<file path="src/rtl/serial_adder_pkg.sv">
// Shared types and parameter limits for the bit-serial adder.
package serial_adder_pkg;

  typedef enum logic [0:0] {
    IDLE = 1'b0,
    RUN  = 1'b1
  } state_e;

  localparam int unsigned WIDTH_MIN = 32'd2;
  localparam int unsigned WIDTH_MAX = 32'd64;

  function automatic logic width_ok(input int unsigned w);
    return (w >= WIDTH_MIN) && (w <= WIDTH_MAX);
  endfunction

endpackage

</file>
<file path="src/rtl/fa_cell.sv">
// Single full-adder cell; the only arithmetic element of the serial datapath.
module fa_cell (
  input  logic a,
  input  logic b,
  input  logic cin,
  output logic s,
  output logic cout
);

  assign s    = a ^ b ^ cin;
  assign cout = (a & b) | (cin & (a ^ b));

endmodule

</file>
<file path="src/rtl/serial_adder.sv">
// Bit-serial WIDTH-bit adder with start/busy/done handshake.
// Optional signed-overflow output enabled by defining SERIAL_ADDER_OVF_EN.
module serial_adder
  import serial_adder_pkg::*;
#(
  parameter int WIDTH = 8
) (
  input  logic             clk,
  input  logic             rst_n,
  input  logic             start,
  input  logic [WIDTH-1:0] a,
  input  logic [WIDTH-1:0] b,
  input  logic             cin,
  output logic             busy,
  output logic             done,
  output logic [WIDTH-1:0] sum,
  output logic             cout
`ifdef SERIAL_ADDER_OVF_EN
  ,
  output logic             ovf
`endif
);

  localparam int CNT_W = $clog2(WIDTH);
  localparam logic [CNT_W-1:0] LAST_CNT = CNT_W'(WIDTH - 1);

  generate
    if (!width_ok(WIDTH)) begin : g_bad_width
      $error("serial_adder: WIDTH out of range");
    end
  endgenerate

  state_e             state_r, state_s;
  logic [CNT_W-1:0]   cnt_r;
  logic [WIDTH-1:0]   a_sh_r, b_sh_r;
  logic [WIDTH-2:0]   res_sh_r;
  logic               carry_r;
  logic               busy_r, done_r, cout_r;
  logic [WIDTH-1:0]   sum_r;
  logic               load_s, step_s, finish_s, last_s;
  logic               bit_sum_s, bit_carry_s;
  logic [WIDTH-1:0]   full_s;

  assign last_s = (cnt_r == LAST_CNT);
  // Completed result once the current bit lands on top of the bits already shifted in.
  assign full_s = {bit_sum_s, res_sh_r};

  // State register
  always_ff @(posedge clk or negedge rst_n) begin
    if (!rst_n) begin
      state_r <= IDLE;
    end else begin
      state_r <= state_s;
    end
  end

  // Next-state logic
  always_comb begin
    state_s = state_r;
    case (state_r)
      IDLE:    state_s = start ? RUN : IDLE;
      RUN:     state_s = last_s ? IDLE : RUN;
      default: state_s = IDLE;
    endcase
  end

  // Control strobes decoded from the current state
  always_comb begin
    load_s   = 1'b0;
    step_s   = 1'b0;
    finish_s = 1'b0;
    case (state_r)
      IDLE:    load_s = start;
      RUN: begin
        step_s   = 1'b1;
        finish_s = last_s;
      end
      default: load_s = 1'b0;
    endcase
  end

  fa_cell u_fa_cell (
    .a    (a_sh_r[0]),
    .b    (b_sh_r[0]),
    .cin  (carry_r),
    .s    (bit_sum_s),
    .cout (bit_carry_s)
  );

  // Operand/result shift registers, carry flop and bit counter
  always_ff @(posedge clk or negedge rst_n) begin
    if (!rst_n) begin
      a_sh_r   <= '0;
      b_sh_r   <= '0;
      res_sh_r <= '0;
      carry_r  <= 1'b0;
      cnt_r    <= '0;
    end else if (load_s) begin
      a_sh_r   <= a;
      b_sh_r   <= b;
      res_sh_r <= '0;
      carry_r  <= cin;
      cnt_r    <= '0;
    end else if (step_s) begin
      a_sh_r   <= {1'b0, a_sh_r[WIDTH-1:1]};
      b_sh_r   <= {1'b0, b_sh_r[WIDTH-1:1]};
      res_sh_r <= full_s[WIDTH-1:1];
      carry_r  <= bit_carry_s;
      cnt_r    <= cnt_r + CNT_W'(1);
    end
  end

  // Handshake flags and result registers; results move only on the finishing edge
  always_ff @(posedge clk or negedge rst_n) begin
    if (!rst_n) begin
      busy_r <= 1'b0;
      done_r <= 1'b0;
      sum_r  <= '0;
      cout_r <= 1'b0;
    end else begin
      done_r <= finish_s;
      if (load_s) begin
        busy_r <= 1'b1;
      end else if (finish_s) begin
        busy_r <= 1'b0;
      end
      if (finish_s) begin
        sum_r  <= full_s;
        cout_r <= bit_carry_s;
      end
    end
  end

`ifdef SERIAL_ADDER_OVF_EN
  logic ovf_r;

  // Signed overflow: carry into the MSB differs from carry out of it
  always_ff @(posedge clk or negedge rst_n) begin
    if (!rst_n) begin
      ovf_r <= 1'b0;
    end else if (finish_s) begin
      ovf_r <= carry_r ^ bit_carry_s;
    end
  end

  assign ovf = ovf_r;
`endif

  assign busy = busy_r;
  assign done = done_r;
  assign sum  = sum_r;
  assign cout = cout_r;

endmodule
</file>
<file path="config.mk">
export PLATFORM = sky130hd
export DESIGN_NAME = serial_adder
export DESIGN_NICKNAME = d
export VERILOG_FILES = /design/src/rtl/serial_adder_pkg.sv /design/src/rtl/fa_cell.sv /design/src/rtl/serial_adder.sv
export SDC_FILE = /design/constraint.sdc
export NUM_CORES = 1
export LEC_CHECK = 0
export BUFFER_PORTS_ARGS = -buffer_cell sky130_fd_sc_hd__buf_2
export CAP_MARGIN = 20
export CORE_ASPECT_RATIO = 1.1
export CORE_MARGIN = 5
export CORE_UTILIZATION = 46
export CTS_CLUSTER_DIAMETER = 100
export DETAILED_ROUTE_END_ITERATION = 16
export PLACE_DENSITY = 0.71
export SLEW_MARGIN = 20
export SYNTH_ARGS = -nofsm -noshare
export SYNTH_HDL_FRONTEND = slang
export SYNTH_HIERARCHICAL = 1
export SYNTH_SLANG_ARGS = --single-unit
</file>
<file path="constraint.sdc">
create_clock -name clk -period 1.3 [get_ports clk]
set_input_delay 0.26 -clock clk [delete_from_list [all_inputs] [get_ports clk]]
set_output_delay 0.26 -clock clk [all_outputs]
set_load 0.01 [all_outputs]
</file>
==> results of run 1 <==
## final timing paths
kind | start | endpoint | slack (ns) | cells past startpoint
setup / recovery | cnt_r[1] | sum[6] | -0.003 | 4
hold / removal | b[7] | b_sh_r[7] | 0.23 | 3
setup reg to reg | cnt_r[1] | sum[6] | -0.003 | 4
hold reg to reg | b_sh_r[2] | b_sh_r[1] | 0.49 | 2
max in group asynchronous | rst_n | state_r | 0.38 | 3
min in group asynchronous | rst_n | done | 0.45 | 2
## worst register-to-register path, delay by kind of cell, from the launching register on
kind | cells | cell delay [ns]
and+or+nand+nor | 1 | 0.10
DFF | 1 | 0.42
adders and majority gates | 2 | 0.38
muxes | 1 | 0.30
## what timing repair did
action	4_1_cts	5_1_grt
gates resized for setup	2	2
gates cloned	1	0
pin swaps	0	0
endpoints found under the hold margin	17	0
endpoints found under the setup margin	9	10
hold buffers	1	0
setup buffers	0	2
## where the power goes
group	internal, W	switching (W)	total (W)
Sequential	0.00169	0.000362	0.00206
Combinational	0.000900	0.000694	0.00159
Clock	0.000416	0.000387	0.000803
## metrics by stage
step | total power [W] | cells
floorplan | 0.00312 | 126
global placement | 0.00346 | 205
detailed placement | 0.00355 | 205
CTS | 0.00446 | 214
global route | 0.00479 | 216
finish | 0.00445 | 216
## synth_stat cells
cell,n,area share [%]
nand2_4,1,0.67
o21ai_1,7,2.1
nor2_1,3,0.67
ha_1,3,2.2
buf_6,3,2.0
inv_1,2,0.45
dfrtp_1,39,58
mux2_4,9,8.0
o21ai_0,8,2.4
clkbuf_2,1,0.30
o22ai_1,1,0.37
buf_2,3,0.89
mux2_2,1,0.67
a22o_1,9,4.7
fa_1,1,1.2
mux2i_1,17,10
nor2_2,1,0.37
buf_12,1,1.2
a21oi_1,1,0.30
nand2_1,15,3.3
## layout make-up
type / count / area [µm²] / share of cell area (%)
well taps: 50 / 62.6 / 3.05
clock inverters: 1 / 5.00 / 0.244
multi-input cells: 78 / 678 / 33.0
inverters: 2 / 7.51 / 0.366
flip-flops and latches: 39 / 977 / 47.6
clock buffers: 6 / 82.6 / 4.02
repair buffers: 40 / 240 / 11.7
## sequential cells by signal, summed over array words and instances (netlist names), 3 cells and up
signal,cells
a_sh_r,8
res_sh_r,7
b_sh_r,8
sum,8
cnt_r,3
## per-layer routing
metal	share of wire [%]	vias to the layer above
met3	5.1	5
met1	45	510
met5	0	-
li1	-	519
met2	49	25
met4	1.1	0
## cells by family (layout without fill, tap and decap cells)
group                      Yosys count  after routing  synth area share [%]
DFF                                 39             39                  58.0
muxes                               27             27                  18.8
AOI/OAI and AO/OA                   26             26                  9.82
and+or+nand+nor                     20             21                  5.06
buffers and inverters               10             49                  4.84
adders and majority gates            4              4                  3.42
## layout by cell type (no fill, tap or decap), drive strengths merged
cell / synthesis / routed
clkinv: 0 / 1
mux2: 10 / 10
o21ai: 15 / 15
clkbuf: 1 / 6
o22ai: 1 / 1
nand2: 16 / 17
dfrtp: 39 / 39
a22o: 9 / 9
inv: 2 / 2
buf: 7 / 39
a21oi: 1 / 1
nor2: 4 / 4
fa: 1 / 1
ha: 3 / 3
mux2i: 17 / 17
dlygate4sd3: 0 / 1
==> summary.txt, run 1 <==
Status
  – Status: finished, violations left
  – Failing checks: setup timing

Final layout
  – # diodes: 0
  – Final net count: 190
  – Fin area: a little over 2000 µm²
  – Filler cells: 305
  – Area Growth Syn to Fin: 22.1%
  – Layout cells sized above 1: around 37%
  – Util after Layout: about 57%

Synth
  – Sequential area share after synthesis: 58.0%
  – Synth cell types: 20
  – Synth Net Count: 150
  – Mapped Cells: approximately 130
  – Syn_area_per_cell: 13.3 µm²
  – Synthesized flop and latch total: 39
  – Warnings, synthesis: 6
  – Post-Syn Area: 1680 µm²

Global route
  – Grt met2 use: a little over a fifth
  – GR peak layer: met2
  – M3 GR Usage: 3.98%
  – GRT Total Usage: between 10% and 20%
  – Congestion Overflow GR: 0
  – First-pass GRT wire length: 5.06 mm
  – Vias in the first global route: roughly 1,100
  – Pin count of the biggest net entering global routing: 29
  – Grt met1 use: between 15 and 20%
  – Antenna violations before repair: 0

Drt
  – # DRC: 0
  – Routed vias: 1,059
  – Via-to-Cell Ratio: just under 5
  – Wire per inst: 13.5 µm
  – Routed wire length: ~2.9 mm
  – Pre-antenna DRT Iters: 3
  – Initial DRC count: 35
  – Final ANT Viol Nets: 0

Clock tree
  – CTS tree: done
  – Root buffer cell: clkbuf_8
  – Number of buffers created by CTS: 5
  – Clk pin slew, worst setup/hold paths: around 0.070 ns
  – Worst skew pair latency: roughly 0.28 ns
  – H-tree Lvls: 2
  – Clk sinks: 39
  – CTS max path bufs: 2

Timing
  – Fin. Hold Viols: 0
  – # setup viols final: 3
  – Setup TNS: -0.00521 ns
  – Fmax: roughly 770 MHz
  – Worst slew pin tran: 0.444 ns
  – Final setup margin: -0.00271 ns
  – Slew Limit Fails: 0
  – Rel. slew slack: about 70%
  – RSZ-0062 raised after global routing: true
  – Final min period: approximately 1.3 ns
  – Final period utilization: 100%
  – Clock skew: roughly 0.0042 ns
  – Hold WS: 0.226 ns

Worst hold path
  – HP Class: in2reg

Pwr
  – Lkg Pwr: ~1.1 nW
  – PwrDens: 2170 nW/µm²
  – Max IR drop VDD: 1.04 mV

Setup path
  – Slowest cell delay on critical path: approximately 0.42 ns
  – Worst path bufs/invs: 0
  – Worst EP required: 1.47 ns
  – Critical Path, Cell by Cell: ha_4 > ha_4 > nand2_8 > mux2_4
  – Crit start category: flop
  – CP dominant cell by count: ha_4
  – WS Path Type: reg2reg
  – Crit-path slowest cell: dfrtp_1
  – Top Family by Delay on Critical Path: flip-flops
  – Crit path DAT: between 1 and 1.5 ns
  – Critical Path End Type: flop
  – CP Max Fanout: 5

Run
  – Max_cap viols: 0

Place
  – Placed instance area: about 1900 µm²
  – RePlAce Congestion: around 0.7
  – Worst slack, placed: -0.0500 ns
  – IO Port Bufs: 30
  – HPWL Detailed: roughly 2.1 mm

Die
  – Die ar.: a little under 5000 µm²
  – Die height: ~73 µm
  – Initial core utilization: between 40 and 50%
  – Die Width: 67.7 µm
  – Row count: 23
  – IO Pins: 31
  – Core area: between 3000 and 4000 µm²
(Power assumes the default switching activity.)
==> run 2: changes to the inputs <==
- ABC_AREA: not set -> 1
==> summary.txt, run 2 <==
Die
  – IO Pins: 31 (unchanged)
  – Core area: 3600 µm² (unchanged)
  – Die ar.: 5000 µm² (+0.76%)
  – Initial core utilization: 47.2% (+0.42 points)
  – Die Width: 67.9 µm (+0.38%)
  – Row count: 23 (unchanged)
  – Die height: 73.7 µm (+0.38%)

Pwr
  – Int Pwr: 0.00277 W (-8.0%)
  – Max IR drop VDD: 1.05 mV (+0.93%)
  – PwrDens: 2140 nW/µm² (-1.2%)
  – Lkg Pwr: 1.06 nW (+0.22%)
  – Total power of the final layout: 0.00436 W (-2.1%)
  – Comb pwr share: 36.2% (+0.4 points)
  – Clock Power Share: 18.1% (about the same)
  – Net Sw Frac: 36.5% (+4.0 points)
  – Seq pwr share: 45.7% (-0.5 points)
  – Net switching power: 0.00159 W (+10%)

Synth
  – Top-area cell type share of the netlist area: 57.5% (-0.51 points)
  – Synth cell count leaders: 67 x nand2_1, 39 x dfrtp_1, 32 x nand3_1, 9 x o21ai_2, 8 x inv_1
  – Number of flops mapped to enable cells by yosys: 0 (unchanged)
  – Post-Syn Area: 1700 µm² (+0.89%)
  – Sequential area share after synthesis: 57.5% (-0.51 points)
  – Mapped Cells: 177 (+40%)
  – Syn_area_per_cell: 9.59 µm² (-28%)
  – Synth cell types: 16 (-20%)
  – Most frequent cell after synthesis: nand2_1
  – Async SR Flop Fraction: 100% (unchanged)
  – Prevailing post-synth register cell: dfrtp_1
  – Synthesized flop and latch total: 39 (unchanged)
  – Warnings, synthesis: 6 (unchanged)
  – Leading area contributor after synthesis: dfrtp_1
  – Top post-synthesis cells by area: dfrtp_1 58%, nand2_1 15%, nand3_1 9.4%, o21ai_2 4.6%, buf_6 4.0%
  – Synth Net Count: 201 (+34%)

Setup path
  – Worst EP required: 1.52 ns (+0.05 ns)
  – Crit path DAT: 1.41 ns (-0.06 ns)
  – Top Family by Delay on Critical Path: adder cells
  – Critical Path End Type: flop
  – Worst path bufs/invs: 1 (+1)
  – CP Max Fanout: 15 (+10)
  – Critical Path, Cell by Cell: ha_1 > ha_2 > nand2_4 > buf_12 > nand2_1 > o21ai_2
  – Crit start category: flop
  – Slowest cell delay on critical path: 0.38 ns (-0.04 ns)
  – Crit-path slowest cell: dfrtp_1
  – WS Path Type: reg2reg

Clock tree
  – Clk sinks: 39 (unchanged)
  – Worst skew pair latency: 0.29 ns (about the same)
  – CTS tree: done
  – Root buffer cell: clkbuf_8
  – Clk pin slew, worst setup/hold paths: 0.07 ns (about the same)
  – CTS max path bufs: 2 (unchanged)
  – Number of buffers created by CTS: 5 (unchanged)
  – H-tree Lvls: 2 (unchanged)

Drt
  – Via-to-Cell Ratio: 4.71 (-3.9%)
  – Routed wire length: 3.06 mm (+4.8%)
  – # DRC: 0 (unchanged)
  – Wire per inst: 11.5 µm (-15%)
  – Initial DRC count: 50 (+43%)
  – Final ANT Viol Nets: 0 (unchanged)
  – Routed vias: 1,258 (+19%)
  – Pre-antenna DRT Iters: 4 (+1)

Timing
  – Final period utilization: 91.9% (-8.3 points)
  – RSZ-0062 raised after global routing: false
  – Final min period: 1.20 ns (-0.108 ns)
  – Rel. slew slack: 77.5% (+7.1 points)
  – Fin. Hold Viols: 0 (unchanged)
  – Clock skew: 0.00821 ns (+0.00404 ns)
  – Slew Limit Fails: 0 (unchanged)
  – Worst slew pin tran: 0.338 ns (-0.106 ns)
  – Hold WS: 0.204 ns (-0.0218 ns)
  – Fmax: 837 MHz (+9.0%)
  – # setup viols final: 0 (-3)
  – Setup TNS: 0 ns (+0.00521 ns)

Place
  – IO Port Bufs: 30 (unchanged)
  – RePlAce Congestion: 0.735 (+2.2%)
  – HPWL Detailed: 2.13 mm (-0.18%)
  – Placed Cells: 257 (+25%)

Global route
  – Congestion Overflow GR: 0 (unchanged)
  – Antenna violations before repair: 0 (unchanged)
  – First-pass GRT wire length: 5.24 mm (+3.6%)
  – GRT Total Usage: 14.4% (+0.78 points)
  – Vias in the first global route: 1,203 (+8.2%)
  – Pin count of the biggest net entering global routing: 40 (+38%)

Worst hold path
  – HP Class: in2reg

Final layout
  – Layout cells sized above 1: 28.1% (-9.2 points)
  – Area Growth Syn to Fin: 19.9%
  – Layout Cells excl Fill: 267 (+24%)
  – Filler cells: 318 (+4.3%)
  – Commonest non-fill, non-tap cells in the layout: 67 x nand2_1, 39 x dfrtp_1, 32 x nand3_1
  – Final net count: 240 (+26%)
  – # diodes: 0 (unchanged)
  – Most common cell after layout, fill and taps aside: nand2_1

Status
  – Status: finished clean

Run
  – Max_cap viols: 0 (unchanged)
run 2: power by group through the flow:
| stage | logic, W | clock network, W | registers (W) |
|---|---|---|---|
| 4_1_cts | 0.00158 | 0.000814 | 0.00200 |
| 2_1_floorplan | 0.00107 | 0 | 0.00203 |
| 3_5_place_dp | 0.00157 | 0 | 0.00202 |
| 6_report | 0.00158 | 0.000789 | 0.00199 |
| 3_3_place_gp | 0.00154 | 0 | 0.00201 |
| 5_1_grt | 0.00182 | 0.000861 | 0.00206 |
run 2: routing by layer:
layer	share of wire (%)	vias up	routed length, µm	track usage [%]
met4	2.4	0	73	7.28
met2	46	28	1410	22.5
li1	-	640	-	-
met3	6.5	5	200	5.05
met5	0	-	0	0
met1	45	585	1380	17.5
run 2: metrics by stage:
step           setup WS [ns]  util (%)  instance area (µm²)
3_5_place_dp          0.0565      53.6                 1930
4_1_cts               0.0388      56.3                 2020
6_report               0.105      56.6                 2030
3_3_place_gp          0.0848      53.6                 1930
5_1_grt               0.0165      56.6                 2030
2_1_floorplan         0.0610         -                 1700
run 2: cell type report:
type                    instances  area, µm²  share of cell area [%]
clock inverters                 2       12.5                   0.615
multi-input cells             120        604                    29.7
clock buffers                   6       72.6                    3.57
repair buffers                 41        273                    13.4
inverters                       9       33.8                    1.66
flip-flops and latches         39        976                    48.0
well taps                      50       62.6                    3.08
run 2: kinds of logic after synthesis:
| family | count (synthesis) | synth area share, % |
|---|---|---|
| AND/OR/NAND/NOR | 102 | 25.8 |
| AO/OA/AOI/OAI | 14 | 6.27 |
| flip-flops | 39 | 57.5 |
| adder cells (fa/ha/maj) | 4 | 3.39 |
| buffers and inverters | 18 | 7.01 |
run 2: final timing paths:
| check | startpoint | to | slack (ns) | depth (start not counted) |
|---|---|---|---|---|
| worst max-delay path | cnt_r[0] | sum[5] | 0.10 | 6 |
| worst min-delay path | a[7] | a_sh_r[7] | 0.20 | 3 |
| worst max register to register | cnt_r[0] | sum[5] | 0.10 | 6 |
| worst min register to register | res_sh_r[5] | res_sh_r[5] | 0.47 | 2 |
| max in group asynchronous | rst_n | sum[4] | 0.65 | 3 |
| min in group asynchronous | rst_n | sum[5] | 0.46 | 3 |
run 2: worst reg2reg max path, cell delays in order (launching register included):
cell     delay, ns
dfrtp_1       0.38
ha_1          0.22
ha_2          0.19
nand2_4       0.08
buf_12        0.14
nand2_1       0.07
o21ai_2       0.05
run 2: repair_timing:
action                                 4_1_cts  5_1_grt
setup buffers                                0        1
endpoints found under the hold margin       39        0
hold buffers                                 1        0
setup endpoints to repair                    0       10
resized for setup                            0        3
